**config.mk**
```make
export PLATFORM = sky130hd
export DESIGN_NAME = klingon_digit_sequencer
export DESIGN_NICKNAME = d
export VERILOG_FILES = /design/src/rtl/klingon_digit_sequencer.sv
export SDC_FILE = /design/constraint.sdc
export NUM_CORES = 1
export LEC_CHECK = 0
export ABC_AREA = 1
export CAP_MARGIN = 20
export CORE_MARGIN = 10
export CORE_UTILIZATION = 60
export DETAILED_ROUTE_END_ITERATION = 6
export GPL_TIMING_DRIVEN = 0
export PLACE_DENSITY_LB_ADDON = 0.15
export SLEW_MARGIN = 20
export SYNTH_ARGS = -nofsm -noshare
export SYNTH_HDL_FRONTEND = slang
export SYNTH_SLANG_ARGS = --single-unit
```
**constraint.sdc**
```tcl
create_clock -name clk -period 5.09 [get_ports clk]
set_clock_uncertainty 0.2 [all_clocks]
set_input_delay 1.018 -clock clk [delete_from_list [all_inputs] [get_ports clk]]
set_output_delay 1.018 -clock clk [all_outputs]
set_load 0.01 [all_outputs]
```
**src/rtl/klingon_digit_sequencer.sv**
```systemverilog
// Digit sequencer 0..9 feeding the Klingon seven-segment decoder (Q0=MSB).
// Ports: clk, reset(async hi), run, clear, up_dn, load, load_val -> Q0..Q3, tc, busy.
// Optional ping-pong mode when KLINGON_SEQ_BOUNCE_EN is defined.
module klingon_digit_sequencer #(
  parameter int unsigned DIV = 50000000,
  parameter int unsigned PW  = 26
) (
  input  logic       clk,
  input  logic       reset,
  input  logic       run,
  input  logic       clear,
  input  logic       up_dn,
  input  logic       load,
  input  logic [3:0] load_val,
  output logic       Q0,
  output logic       Q1,
  output logic       Q2,
  output logic       Q3,
  output logic       tc,
  output logic       busy
);

  typedef enum logic [1:0] {
    IDLE  = 2'd0,
    RUN   = 2'd1,
    PAUSE = 2'd2
  } state_t;

  localparam logic [PW-1:0] LAST = PW'(DIV - 1);

  state_t        state;
  logic [PW-1:0] presc;
  logic [3:0]    digit;
  logic          tc_r;
  logic          step;
  logic [3:0]    step_dig;
  logic          step_tc;
  logic [3:0]    ld_dig;

`ifdef KLINGON_SEQ_BOUNCE_EN
  logic dir;
  logic step_dir;
`endif

  assign step   = (state == RUN) && (presc == LAST);
  assign ld_dig = (load_val > 4'd9) ? 4'd0 : load_val;

  always_comb begin
    step_dig = digit;
    step_tc  = 1'b0;
`ifdef KLINGON_SEQ_BOUNCE_EN
    step_dir = dir;
    if (dir) begin
      if (digit >= 4'd9) begin
        step_dig = 4'd8;
        step_dir = 1'b0;
        step_tc  = 1'b1;
      end else begin
        step_dig = digit + 4'd1;
      end
    end else begin
      if (digit == 4'd0) begin
        step_dig = 4'd1;
        step_dir = 1'b1;
        step_tc  = 1'b1;
      end else begin
        step_dig = digit - 4'd1;
      end
    end
`else
    if (up_dn) begin
      if (digit >= 4'd9) begin
        step_dig = 4'd0;
        step_tc  = 1'b1;
      end else begin
        step_dig = digit + 4'd1;
      end
    end else begin
      if (digit == 4'd0) begin
        step_dig = 4'd9;
        step_tc  = 1'b1;
      end else begin
        step_dig = digit - 4'd1;
      end
    end
`endif
  end

  always_ff @(posedge clk or posedge reset) begin
    if (reset) begin
      state <= IDLE;
      presc <= '0;
      digit <= 4'd0;
      tc_r  <= 1'b0;
`ifdef KLINGON_SEQ_BOUNCE_EN
      dir   <= 1'b1;
`endif
    end else begin
      tc_r <= 1'b0;
      if (clear) begin
        state <= IDLE;
        presc <= '0;
        digit <= 4'd0;
`ifdef KLINGON_SEQ_BOUNCE_EN
        dir   <= up_dn;
`endif
      end else begin
        unique case (state)
          IDLE:    if (run)  state <= RUN;
          RUN:     if (!run) state <= PAUSE;
          PAUSE:   if (run)  state <= RUN;
          default: state <= IDLE;
        endcase
        // load overrides a coincident step
        if (load) begin
          presc <= '0;
          digit <= ld_dig;
        end else if (step) begin
          presc <= '0;
          digit <= step_dig;
          tc_r  <= step_tc;
`ifdef KLINGON_SEQ_BOUNCE_EN
          dir   <= step_dir;
`endif
        end else if (state == RUN) begin
          presc <= presc + 1'b1;
        end else if (state == IDLE) begin
          presc <= '0;
        end
      end
    end
  end

  assign {Q0, Q1, Q2, Q3} = digit;
  assign tc   = tc_r;
  assign busy = (state == RUN);

endmodule

```
Word-level counts from Yosys, hierarchy flattened

Index checks and enable logic that the tools add are counted.

$add $sub $neg: 3
$lt $le $gt $ge: 2
Equal/unequal tests: 5
Mux-type cells: 22
Reductions and logical operators: 7

Operator list:

| operator              | count |
|---|---|
| $mux 26               | 5 |
| $mux 4                | 7 |
| $add 26x1->26 const B | 1 |
| $eq 26x26->1 const B  | 1 |
| $mux 1                | 6 |
| $mux 2                | 3 |
| $reduce_bool 5->1     | 1 |
| $add 4x1->4 const B   | 1 |
| $ge 4x4->1 const B    | 1 |
| $gt 4x4->1 const B    | 1 |
| $logic_not 4->1       | 1 |
| $pmux 2 s2            | 1 |
| $sub 4x1->4 const B   | 1 |
| $ne 3x1->1 const B    | 1 |
| $ne 3x3->1 const B    | 1 |
| $reduce_bool 3->1     | 1 |
| $eq 2x1->1 const B    | 1 |
| $eq 2x2->1 const B    | 1 |
| $logic_not 2->1       | 1 |
| $reduce_and 2->1      | 1 |
| $reduce_or 2->1       | 1 |
| $logic_and 1x1->1     | 1 |

Register bits: 33
Input bits: 10
Output and inout port bits: 6

Depth between registers and ports, before layout

Word-level depth: 6
Gate-level depth with buffers: 11
Gate-level depth less buffers: 10

Least setup slack after synthesis

No wires, ideal clock.

Path type: input -> register
Start point: input port load
End point: register presc[4]
Setup time: 0.120 ns
Arrival: 1.840 ns
Required time: 4.770 ns
Slack: 2.930 ns
Stages: 6
Path buffers: 1
Cell sequence: nor2_2 > nand2_1 > buf_2 > nand2_1 > xor2_1 > nor2_2

Longest elaborated chain between the ends: 2
Elaborated cells between the ends (all ways): 3
Those cells by class: mux: 2; reduce/logical: 1

Ends and longest elaborated chain:

| element              | line | text |
|---|---|---|
| from (decl)          | 13   | `input logic load,` |
| $mux 26              | 115  | `if (load) begin` |
| $mux 26              | 100  | `if (clear) begin` |
| to (signal assigned) | 126  | `presc <= presc + 1'b1;` |
| to (decl)            | 32   | `logic [PW-1:0] presc;` |

Several ways; a longest one is shown, not always the timed one.
A chain may end at the register's enable or synchronous reset.

Worst setup path in the final report

Start point: register state[1]
End point: output port busy

Longest elaborated chain between the ends: 1

Ends and longest elaborated chain:

| element                | line | text |
|---|---|---|
| from (decl)            | 31   | `state_t state;` |
| from (signal assigned) | 91   | `state <= IDLE;` |
| from (signal assigned) | 101  | `state <= IDLE;` |
| from (signal assigned) | 109  | `IDLE: if (run) state <= RUN;` |
| $eq 2x1->1             | 136  | `assign busy = (state == RUN);` |
| to (decl)              | 20   | `output logic busy` |

No other way between the ends.

==> key figures <==
Status
  – Result of the run: complete, no violations

Setup path
  – Endpoint kind of the worst setup timing path: output pin
  – Cells traversed along the worst timing path: nor2_4 -> clkdlybuf4s50_1
  – Launch point of the worst path: state[1]
  – Cell with the largest stage delay on the worst path: clkdlybuf4s50_1
  – Maximum net fanout on the critical path: 4
  – Startpoint class of the critical path: flip-flop
  – Required time of the critical path: ~3.9 ns
  – Arr. time, crit path: 1.48 ns
  – Category of cells accounting for the largest share of critical-path delay: buffers and inverters
  – Number of buffers and inverters on the critical path: 1
  – Start of the worst register-to-register path: presc[1]
  – Delay of the slowest critical-path stage: roughly 0.57 ns
  – Critical path class: reg2out

Placed design
  – Placed standard-cell area: 2502 um^2
  – Number of buffer cells added on primary ports: 15
  – Placed cell count: 407
  – Pre-CTS worst setup slack: 2.249 ns
  – Final weighted congestion of routability-driven global placement: just under 0.9
  – Hpwl dp: 4045 um

Pwr
  – Peak supply drop: 0.1778 mV
  – Power Density: approximately 210 nW/um^2
  – Post-layout power: 0.5589 mW
  – Leak pwr: between 1 and 1.5 nW

Floorplan
  – Die width: between 80 and 90 um
  – DIE HEIGHT: 81.81 um
  – Full die area: around 6700 um^2
  – Number of rows in the core area: 22
  – Initial standard-cell utilization of the core: 62.14%
  – Placeable core region: roughly 3700 um^2
  – I/O pin total: 16

Global routing
  – Initial antenna violation count: 0
  – Largest net degree at the start of global routing: 34
  – Overall fraction of global-route tracks in use: 17.47%
  – Via count of the first global-routing pass: slightly above 2000
  – Sum of overflow across all layers after global routing: 0
  – Global-route wire length before repair: 9301 um

Yosys
  – Mean cell area of the mapped netlist: roughly 6.7 um^2
  – Warnings, synthesis: 0
  – Proportion of synthesized chip area in sequential cells: a little over a third
  – Flip-flop and latch count after synthesis: 33
  – Synthesized netlist net count: around 360
  – Post-synthesis cell type count: 27
  – Number of instances in the synthesized netlist: 344
  – Synth Cell Area: about 2300 um^2

Clocking
  – Cts repair resizes: 0
  – CTS Root Buffer Type: clkbuf_8
  – Maximum buffer depth of the clock tree: 2
  – CTS tree: yes
  – Count of hold-fix buffers inserted at cts: 0
  – Number of buffers created by CTS: 5
  – Sinks on Clock Net: 33
  – Clock latency at the later pin of the worst-skew pair: between 0.2 and 0.3 ns
  – Buffers inserted during post-CTS setup optimization: 0
  – H-tree Lvls: 2
  – Clock slew at reported path FFs: 0.07 ns

Cells and area
  – Leading cell type in the layout, fill and taps excluded: nand2_1
  – Fraction of final layout cells sized beyond drive strength 1: under 10%
  – Net total in the final layout: ~380
  – Cell Count, Final, Fillers Out: about 420
  – Most frequent cells in the layout: nand2_1, inv_1, nor2_1
  – Post-Route Utilization: between 70% and 80%
  – Layout-stage area growth over the synthesis result: 13.59%
  – Fill cell total of the finished layout: between 300 and 400
  – Register Area: just over 800 um^2
  – Cell area after layout: ~2600 um^2
  – Area of the multi-input gates: 1232 um^2
  – Ant. Diodes: 0

Routing
  – Highest Signal Layer: met4
  – Routed via count: between 2000 and 2500
  – Sum of routed wire segments on met1: between 2000 and 2500 um
  – DRT antenna net count: 0
  – Vias/cell: about 5.2
  – Number of remaining DRC errors: 0
  – Sum of met2 wire segment lengths after detailed routing: between 2000 and 2500 um
  – Total detailed-routing wirelength: 5281 um
  – Wire per inst: between 10 and 15 um
  – Drt pass-1 iters: 4
  – Met3 wire length: 262 um
  – Number of violations reported at the end of detailed-routing iteration 0: ~190

STA
  – Final total negative setup slack: 0 ns
  – Worst slew pin tran: about 0.65 ns
  – RSZ-0062 raised after global routing: false
  – Minimum hold slack: 0.3186 ns
  – Max-slew violations: 0
  – Period minus WS final: 2.693 ns
  – Number of failing hold endpoints at the final stage: 0
  – Setup-violating endpoint count in the final report: 0
  – Fmax: around 370 MHz
  – Post-route clock period utilization: 52.92%
  – Worst Setup Slack, final: ~2.4 ns
  – Worst slew slack as a fraction of its limit: 56.45%

Job
  – Maxcap violations: 0

Worst hold path
  – Hold WC Path Type: reg2reg
  – Origin of the worst min-delay path: presc[25]
## kinds of logic (layout without fill, tap and decap cells)
logic type | after synthesis | count (layout) | share of synthesized area, %
AND/OR/NAND/NOR | 220 | 220 | 42.52
AO/OA/AOI/OAI | 22 | 22 | 5.458
flip-flops | 33 | 33 | 36.03
buffers and inverters | 56 | 79 | 10.21
adder cells (fa/ha/maj) | 5 | 5 | 2.729
XOR/XNOR | 8 | 8 | 3.057
## worst register-to-register path, delay by kind of cell (launching register included)
| family | cells | cell delay [ns] |
|---|---|---|
| DFF | 1 | 0.44 |
| and+or+nand+nor | 8 | 0.77 |
| adders and majority gates | 1 | 0.24 |
| buffers and inverters | 2 | 0.24 |
## path summary, 6_finish.rpt
path,to,slack [ns],cells after the start
worst min register to register,presc[25],0.32,2
min in group asynchronous,presc[7],0.94,2
worst max-delay path,busy,2.40,2
max in group asynchronous,presc[14],3.32,2
worst max register to register,presc[8],3.10,11
worst min-delay path,presc[25],0.32,2
## state kept, by name, indices dropped and copies added, names as in the netlist
register and flops:
digit 4, tc 1, state 2, presc 26
## metal layers
layer | track usage, % | up-vias
li1 | - | 1118
met1 | 21.87 | 1000
met2 | 28.84 | 44
met3 | 4.585 | 5
met4 | 5.272 | 0
met5 | 0 | -
## power by group
group | leakage [nW] | switching, mW | internal (mW)
Sequential | 0.456 | 0.00528 | 0.267
Clock | 0.0542 | 0.0929 | 0.122
Combinational | 0.713 | 0.0424 | 0.0297
Total | 1.22 | 0.141 | 0.418
## synth_stat cells, drive strengths merged
cell,n,share of area (%)
a211oi,2,0.65
a21oi,3,0.65
buf,3,1.3
dfrtp,33,36
ha,5,2.7
inv,53,8.9
nand2,111,19
nand3,31,7.3
nand3b,1,0.33
nand4,10,2.7
nor2,62,12
nor3,5,1.1
o21ai,12,2.6
o21bai,2,0.65
o22ai,2,0.55
o31ai,1,0.33
xnor2,3,1.1
xor2,5,1.9
## cell type report
class / count / share of cell area (%)
Clock inverter: 1 / 0.1922
Clock buffer: 7 / 3.700
Multi-Input combinational cell: 255 / 47.33
Inverter: 53 / 7.833
Sequential cell: 33 / 31.72
Tap cell: 48 / 2.307
Timing Repair Buffer: 15 / 5.766
Buffer: 3 / 1.153
Power figures use the tool's default switching activity.
